[src/rtl/roi_cfg_if.sv]
// Host configuration and stream-monitor bundle for roi_cfg_ctrl.
// The controller sits on the slave side; the host/stream source is the master.
interface roi_cfg_if #(
  parameter int BIT_C = 32,
  parameter int BIT_F = 16
);
  logic             cfg_wr_i;
  logic [BIT_C-1:0] cfg_xy_0_i;
  logic [BIT_C-1:0] cfg_xy_1_i;
  logic             cfg_ready_o;
  logic             tvalid_i;
  logic             tlast_i;
  logic [BIT_C-1:0] xy_0_o;
  logic [BIT_C-1:0] xy_1_o;
  logic             busy_o;
  logic [BIT_F-1:0] frame_cnt_o;
  logic [1:0]       cfg_err_o;

  modport slave (
    input  cfg_wr_i, cfg_xy_0_i, cfg_xy_1_i, tvalid_i, tlast_i,
    output cfg_ready_o, xy_0_o, xy_1_o, busy_o, frame_cnt_o, cfg_err_o
  );

  modport master (
    output cfg_wr_i, cfg_xy_0_i, cfg_xy_1_i, tvalid_i, tlast_i,
    input  cfg_ready_o, xy_0_o, xy_1_o, busy_o, frame_cnt_o, cfg_err_o
  );
endinterface

[src/rtl/roi_cfg_ctrl.sv]
// Frame-synchronous ROI window controller: normalises and range-checks host
// corner writes, holds one pending window and swaps it in only between frames.
module roi_cfg_ctrl #(
  parameter int BIT_C = 32,
  parameter int IMG_W = 640,
  parameter int IMG_H = 480,
  parameter int BIT_F = 16
) (
  input  logic      clk_i,
  input  logic      arst_i,
  roi_cfg_if.slave  bus
);

  typedef enum logic {S_IDLE = 1'b0, S_ACTIVE = 1'b1} state_t;

  function automatic logic [BIT_C-1:0] pack(input logic [10:0] x, input logic [9:0] y);
    logic [BIT_C-1:0] v;
    v        = '0;
    v[26:16] = x;
    v[9:0]   = y;
    return v;
  endfunction

  localparam logic [BIT_C-1:0] XY1_RST = pack(11'(IMG_W - 1), 10'(IMG_H - 1));

  state_t           r_state;
  logic             r_pend_v;
  logic [BIT_C-1:0] r_pend_0, r_pend_1;
  logic [BIT_C-1:0] r_xy_0, r_xy_1;
  logic [BIT_F-1:0] r_fcnt;
  logic [1:0]       r_err;

  logic [10:0] w_xa, w_xb, w_x0n, w_x1n;
  logic [9:0]  w_ya, w_yb, w_y0n, w_y1n;
  logic        w_range_bad, w_last, w_quiet, w_commit, w_wr_ok;
  logic [BIT_C-1:0] w_new_0, w_new_1;
  logic        w_unused_bits;

  assign w_xa  = bus.cfg_xy_0_i[26:16];
  assign w_xb  = bus.cfg_xy_1_i[26:16];
  assign w_ya  = bus.cfg_xy_0_i[9:0];
  assign w_yb  = bus.cfg_xy_1_i[9:0];
  assign w_x0n = (w_xa < w_xb) ? w_xa : w_xb;
  assign w_x1n = (w_xa < w_xb) ? w_xb : w_xa;
  assign w_y0n = (w_ya < w_yb) ? w_ya : w_yb;
  assign w_y1n = (w_ya < w_yb) ? w_yb : w_ya;
  assign w_new_0 = pack(w_x0n, w_y0n);
  assign w_new_1 = pack(w_x1n, w_y1n);

  assign w_unused_bits = ^{bus.cfg_xy_0_i[BIT_C-1:27], bus.cfg_xy_0_i[15:10],
                           bus.cfg_xy_1_i[BIT_C-1:27], bus.cfg_xy_1_i[15:10]};

  // Extra MSB so IMG_W = 2048 / IMG_H = 1024 never flag a legal coordinate.
  assign w_range_bad = ({1'b0, w_x1n} >= 12'(IMG_W)) || ({1'b0, w_y1n} >= 11'(IMG_H));

  // Quiet idle cycles and the edge closing a last beat are the only safe swap points.
  assign w_last   = bus.tvalid_i & bus.tlast_i;
  assign w_quiet  = (r_state == S_IDLE) & ~bus.tvalid_i;
  assign w_commit = w_last | w_quiet;
  assign w_wr_ok  = bus.cfg_wr_i & ~r_pend_v & ~w_range_bad;

  always_ff @(posedge clk_i or posedge arst_i) begin
    if (arst_i) begin
      r_state  <= S_IDLE;
      r_pend_v <= 1'b0;
      r_pend_0 <= '0;
      r_pend_1 <= '0;
      r_xy_0   <= '0;
      r_xy_1   <= XY1_RST;
      r_fcnt   <= '0;
      r_err    <= 2'b00;
    end else begin
      r_err <= {bus.cfg_wr_i & r_pend_v, bus.cfg_wr_i & ~r_pend_v & w_range_bad};
      if (w_last) r_fcnt <= r_fcnt + BIT_F'(1);

      case (r_state)
        S_IDLE:   if (bus.tvalid_i & ~bus.tlast_i) r_state <= S_ACTIVE;
        S_ACTIVE: if (w_last) r_state <= S_IDLE;
        default:  r_state <= S_IDLE;
      endcase

      if (w_commit && r_pend_v) begin
        r_xy_0   <= r_pend_0;
        r_xy_1   <= r_pend_1;
        r_pend_v <= 1'b0;
      end

      // w_wr_ok implies the slot was empty, so it never collides with the commit above.
      if (w_wr_ok) begin
        if (w_quiet) begin
          r_xy_0 <= w_new_0;
          r_xy_1 <= w_new_1;
        end else begin
          r_pend_0 <= w_new_0;
          r_pend_1 <= w_new_1;
          r_pend_v <= 1'b1;
        end
      end
    end
  end

  assign bus.xy_0_o      = r_xy_0;
  assign bus.xy_1_o      = r_xy_1;
  assign bus.busy_o      = (r_state == S_ACTIVE);
  assign bus.frame_cnt_o = r_fcnt;
  assign bus.cfg_err_o   = r_err;
  assign bus.cfg_ready_o = ~r_pend_v;

endmodule

[src/flat_wrapper.sv]
// flat-port wrapper written by rule: the top's interface ports become plain ports
module roi_cfg_ctrl_flat 
#(
  parameter int BIT_C = 32,
  parameter int IMG_W = 640,
  parameter int IMG_H = 480,
  parameter int BIT_F = 16
)
  (clk_i, arst_i, bus_cfg_wr_i, bus_cfg_xy_0_i, bus_cfg_xy_1_i, bus_tvalid_i, bus_tlast_i, bus_cfg_ready_o, bus_xy_0_o, bus_xy_1_o, bus_busy_o, bus_frame_cnt_o, bus_cfg_err_o);
  roi_cfg_if #(.BIT_C(BIT_C), .BIT_F(BIT_F)) bus_i ();
  input  logic clk_i;
  input  logic arst_i;
  input wire logic [$bits(bus_i.cfg_wr_i)-1:0] bus_cfg_wr_i;
  input wire logic [$bits(bus_i.cfg_xy_0_i)-1:0] bus_cfg_xy_0_i;
  input wire logic [$bits(bus_i.cfg_xy_1_i)-1:0] bus_cfg_xy_1_i;
  input wire logic [$bits(bus_i.tvalid_i)-1:0] bus_tvalid_i;
  input wire logic [$bits(bus_i.tlast_i)-1:0] bus_tlast_i;
  output wire logic [$bits(bus_i.cfg_ready_o)-1:0] bus_cfg_ready_o;
  output wire logic [$bits(bus_i.xy_0_o)-1:0] bus_xy_0_o;
  output wire logic [$bits(bus_i.xy_1_o)-1:0] bus_xy_1_o;
  output wire logic [$bits(bus_i.busy_o)-1:0] bus_busy_o;
  output wire logic [$bits(bus_i.frame_cnt_o)-1:0] bus_frame_cnt_o;
  output wire logic [$bits(bus_i.cfg_err_o)-1:0] bus_cfg_err_o;
  assign bus_i.cfg_wr_i = bus_cfg_wr_i;
  assign bus_i.cfg_xy_0_i = bus_cfg_xy_0_i;
  assign bus_i.cfg_xy_1_i = bus_cfg_xy_1_i;
  assign bus_i.tvalid_i = bus_tvalid_i;
  assign bus_i.tlast_i = bus_tlast_i;
  assign bus_cfg_ready_o = bus_i.cfg_ready_o;
  assign bus_xy_0_o = bus_i.xy_0_o;
  assign bus_xy_1_o = bus_i.xy_1_o;
  assign bus_busy_o = bus_i.busy_o;
  assign bus_frame_cnt_o = bus_i.frame_cnt_o;
  assign bus_cfg_err_o = bus_i.cfg_err_o;
  roi_cfg_ctrl #(.BIT_C(BIT_C), .IMG_W(IMG_W), .IMG_H(IMG_H), .BIT_F(BIT_F)) u_core (.clk_i(clk_i), .arst_i(arst_i), .bus(bus_i));
endmodule
[config.mk]
export PLATFORM = sky130hd
export DESIGN_NAME = roi_cfg_ctrl_flat
export DESIGN_NICKNAME = d
export VERILOG_FILES = /design/src/rtl/roi_cfg_if.sv /design/src/rtl/roi_cfg_ctrl.sv /design/src/flat_wrapper.sv
export SDC_FILE = /design/constraint.sdc
export NUM_CORES = 1
export LEC_CHECK = 0
export ABC_CLOCK_PERIOD_IN_PS = 7600
export CAP_MARGIN = 5
export CORE_ASPECT_RATIO = 1.25
export CORE_MARGIN = 10
export CORE_UTILIZATION = 53
export CTS_CLUSTER_SIZE = 12
export DETAILED_ROUTE_END_ITERATION = 12
export GPL_TIMING_DRIVEN = 0
export PLACE_DENSITY = 0.91
export SYNTH_ARGS = -nofsm -noshare
export SYNTH_HDL_FRONTEND = slang
export SYNTH_SLANG_ARGS = --single-unit
[constraint.sdc]
create_clock -name clk_i -period 7.6 [get_ports clk_i]
set_input_delay 1.52 -clock clk_i [delete_from_list [all_inputs] [get_ports clk_i]]
set_output_delay 1.52 -clock clk_i [all_outputs]
set_load 0.02 [all_outputs]
==> impl_results.md <==
- Status: completed
- Worst Tran Pin Value: 0.725 ns
- Async set-or-reset flop fraction in the synthesized netlist: 1.00
- Register-to-Register Path Depth: 9
- 1st-iter DRT viols: 306
- ANT nets after route: 0
- Post-Route Skew: 0.0102 ns
- Leak: 4.12 nW
- Critical Path Start: bus_cfg_xy_1_i[24]
- Largest net degree at the start of global routing: 69
- Final GP Congestion: 0.884
- Final hold slack: 0.473 ns
- Synth Net Count: 662
- Pwr Total: 2.81 mW
- Vias per cell: 5.59
- Logic pwr share: 0.318
- Worst Hold Class: flop to flop
- Initial Util: 0.548
- ANT cells: 0
- Fin util: 0.737
- Post-CTS Setup Bufs: 0
- Chip width: 116 µm
- Post-synth EDFFs: 0
- Die height: 140 µm
- Critical path required time: 7.94 ns
- Worst Setup EP: u_core.bus.xy_1_o[18]$_DFF_PP1_
- Sequential power share: 0.375
- Setup Viol. Count Final: 0
- CTS tree: yes
- Max-slew violation count: 0
- Total power divided by cell area: 340 nW/µm²
- Synth warn: 0
- Maximum buffer depth of the clock tree: 2
- Sum Neg Setup Slack: 0 ns
- Placed Area: 7630 µm²
- Share of power burned in the clock network: 0.307
- Top cell type's share of synthesized area: 0.449
- Peak supply drop: 0.000215 V
- Synth cell count leaders: dfrtp_1, mux2i_1, a21oi_1
- Post-synthesis average cell area: 10.7 µm²
- Most frequent cell after synthesis: dfrtp_1
- Netlist Area Pre-Place: 6130 µm²
- # port buffers: 130
- Net switching fraction of the power: 0.329
- Slew margin rel.: 0.517
- Yosys reg bits: 126
- Final Critical Period: 4.55 ns
- Clk sinks: 126
- Gr ovfl total: 0
- Final cycle utilization of the critical path: 0.599
- Worst-Skew Late Latency: 0.42 ns
- # resized after CTS: 0
- Crit. End Element: flop
- Clock Pin Slew Worst Setup and Hold Paths: 0.06 ns
- Critical path class: input pin to flop
- Flop2flop setup slack: 5.19 ns
- Wirelength per Cell: 19.6 µm
- Synth top area cells: dfrtp_1, mux2i_1, dfstp_2, a21oi_1, ha_1
- CP arrival: 4.89 ns
- Core Box Area: 11,200 µm²
- CTS buffer count: 17
- Final Hold Fails: 0
- Design area: 8250 µm²
- WL final: 17,100 µm
- Initial antenna violation count: 0
- Drt pass-1 iters: 5
- Detailed Place HPWL: 12,700 µm
- Share of layout cells above drive strength 1: 0.0842
- Area delta synth->final: 34.6%
- Hold buffers post-CTS: 0
- Die area: 16,300 µm²
- Cell variety after synth: 37
- Top_reg_cell synth: dfrtp_1
- H-tree Lvls: 4
- CP max FO: 10
- GRT Resource Usage Total: 0.213
- I/O pin count: 153
- Clock tree root buffer cell: clkbuf_16
- Register area share after synthesis: 0.518
- Num rows: 43
- RSZ-0062 raised after global routing: false
- Final net count: 812
- Max Fclk: 220 MHz
- Startpoint Class: input pin
- Worst r2r dst: u_core.bus.xy_1_o[18]$_DFF_PP1_
- Global-route wire length before repair: 27,300 µm
- Max-cap violations: 0
- Cell taking the most area after synthesis: dfrtp_1
- DRC viols: 0
- Cells after synthesis: 573
- Int Pwr: 1.89 mW
- Vias post-DR: 4,869
- Sw Pwr: 924 µW
- Number of global-route vias before repair: 5,286
critical path: stages:
cell and delay, ns:
clkdlybuf4s50_1 0.52, inv_1 0.08, ha_1 0.32, a211oi_1 0.27, nor2_1 0.11, a211o_1 0.27
clkbuf_1 0.23, o21ai_1 0.35, a211o_1 0.18, clkbuf_1 0.41, buf_2 0.39, mux2i_1 0.24
state kept, by name, indices dropped and copies added, names as in the netlist, named ones only:
name	cells
u_core.r_pend_v	1
u_core.r_pend_0	21
u_core.bus.frame_cnt_o	16
u_core.r_pend_1	21
u_core.bus.xy_1_o	32
u_core.bus.cfg_err_o	2
u_core.bus.xy_0_o	32
metrics by stage:
stage               instances  setup slack [ns]
floorplan                 573              2.75
CTS                       871              3.09
global placement          838              1.32
global route              871              2.84
finish                    871              3.05
detailed placement        839              2.69
metal layers:
layer / track usage / part of all wire
met1: 0.229 / 0.38
met2: 0.376 / 0.53
met3: 0.0650 / 0.066
met4: 0.0818 / 0.024
met5: 0 / 0
how the worst min path moves through the flow:
stage                                           startpoint  slack [ns]  cells past startpoint                                endpoint
detailed placement  u_core.bus.frame_cnt_o[15]$_DFFE_PP0P_        0.47                      1  u_core.bus.frame_cnt_o[15]$_DFFE_PP0P_
finish              u_core.bus.frame_cnt_o[15]$_DFFE_PP0P_        0.47                      1  u_core.bus.frame_cnt_o[15]$_DFFE_PP0P_
floorplan                  u_core.r_pend_1[26]$_DFFE_PP0P_        0.46                      1         u_core.r_pend_1[26]$_DFFE_PP0P_
CTS                 u_core.bus.frame_cnt_o[15]$_DFFE_PP0P_        0.48                      1  u_core.bus.frame_cnt_o[15]$_DFFE_PP0P_
global placement    u_core.bus.frame_cnt_o[15]$_DFFE_PP0P_        0.46                      1  u_core.bus.frame_cnt_o[15]$_DFFE_PP0P_
global route        u_core.bus.frame_cnt_o[15]$_DFFE_PP0P_        0.50                      1  u_core.bus.frame_cnt_o[15]$_DFFE_PP0P_
logic make-up (layout without fill, tap and decap cells):
kind of cell | Yosys count | in the layout | synth area share
compound gates | 83 | 83 | 0.0794
fa+ha+maj | 20 | 20 | 0.0408
buf+inv | 92 | 255 | 0.0637
simple gates | 130 | 130 | 0.102
flops | 126 | 126 | 0.518
xor+xnor | 15 | 15 | 0.0214
mux | 107 | 107 | 0.175
power groups by stage:
| stage | Combinational [mW] | Clock, mW | Sequential (mW) |
|---|---|---|---|
| 5_1_grt | 0.970 | 0.897 | 1.07 |
| 6_report | 0.894 | 0.862 | 1.05 |
| 3_3_place_gp | 0.848 | 0 | 1.05 |
| 2_1_floorplan | 0.343 | 0 | 1.19 |
| 4_1_cts | 0.905 | 0.866 | 1.05 |
| 3_5_place_dp | 0.896 | 0 | 1.06 |
final cells by class:
cell class              instances  area, µm²
repair buffers                131       1330
plain buffers                  30        158
well taps                     135        169
fillers                       751       2940
flip-flops and latches        126       3170
clock buffers                  18        429
clock inverters                14        191
inverters                      62        238
multi-input cells             355       2570
placed cells by master (no fill, tap or decap), types with 4 or more instances in the layout:
cell type and instances:
nor3_1 11, nand3_1 7, mux2i_1 104, and3_1 25
nor2_1 57, buf_6 4, xnor2_1 12, nand2_1 11
nand4_1 7, clkbuf_1 19, clkdlybuf4s50_1 130, dfstp_2 16
a21oi_1 64, bufinv_16 4, and2_1 4, inv_1 61
clkbuf_16 17, nor2b_1 4, clkinv_2 4, dfrtp_1 110
ha_1 20
No activity file was read; power rests on OpenSTA's default activity.
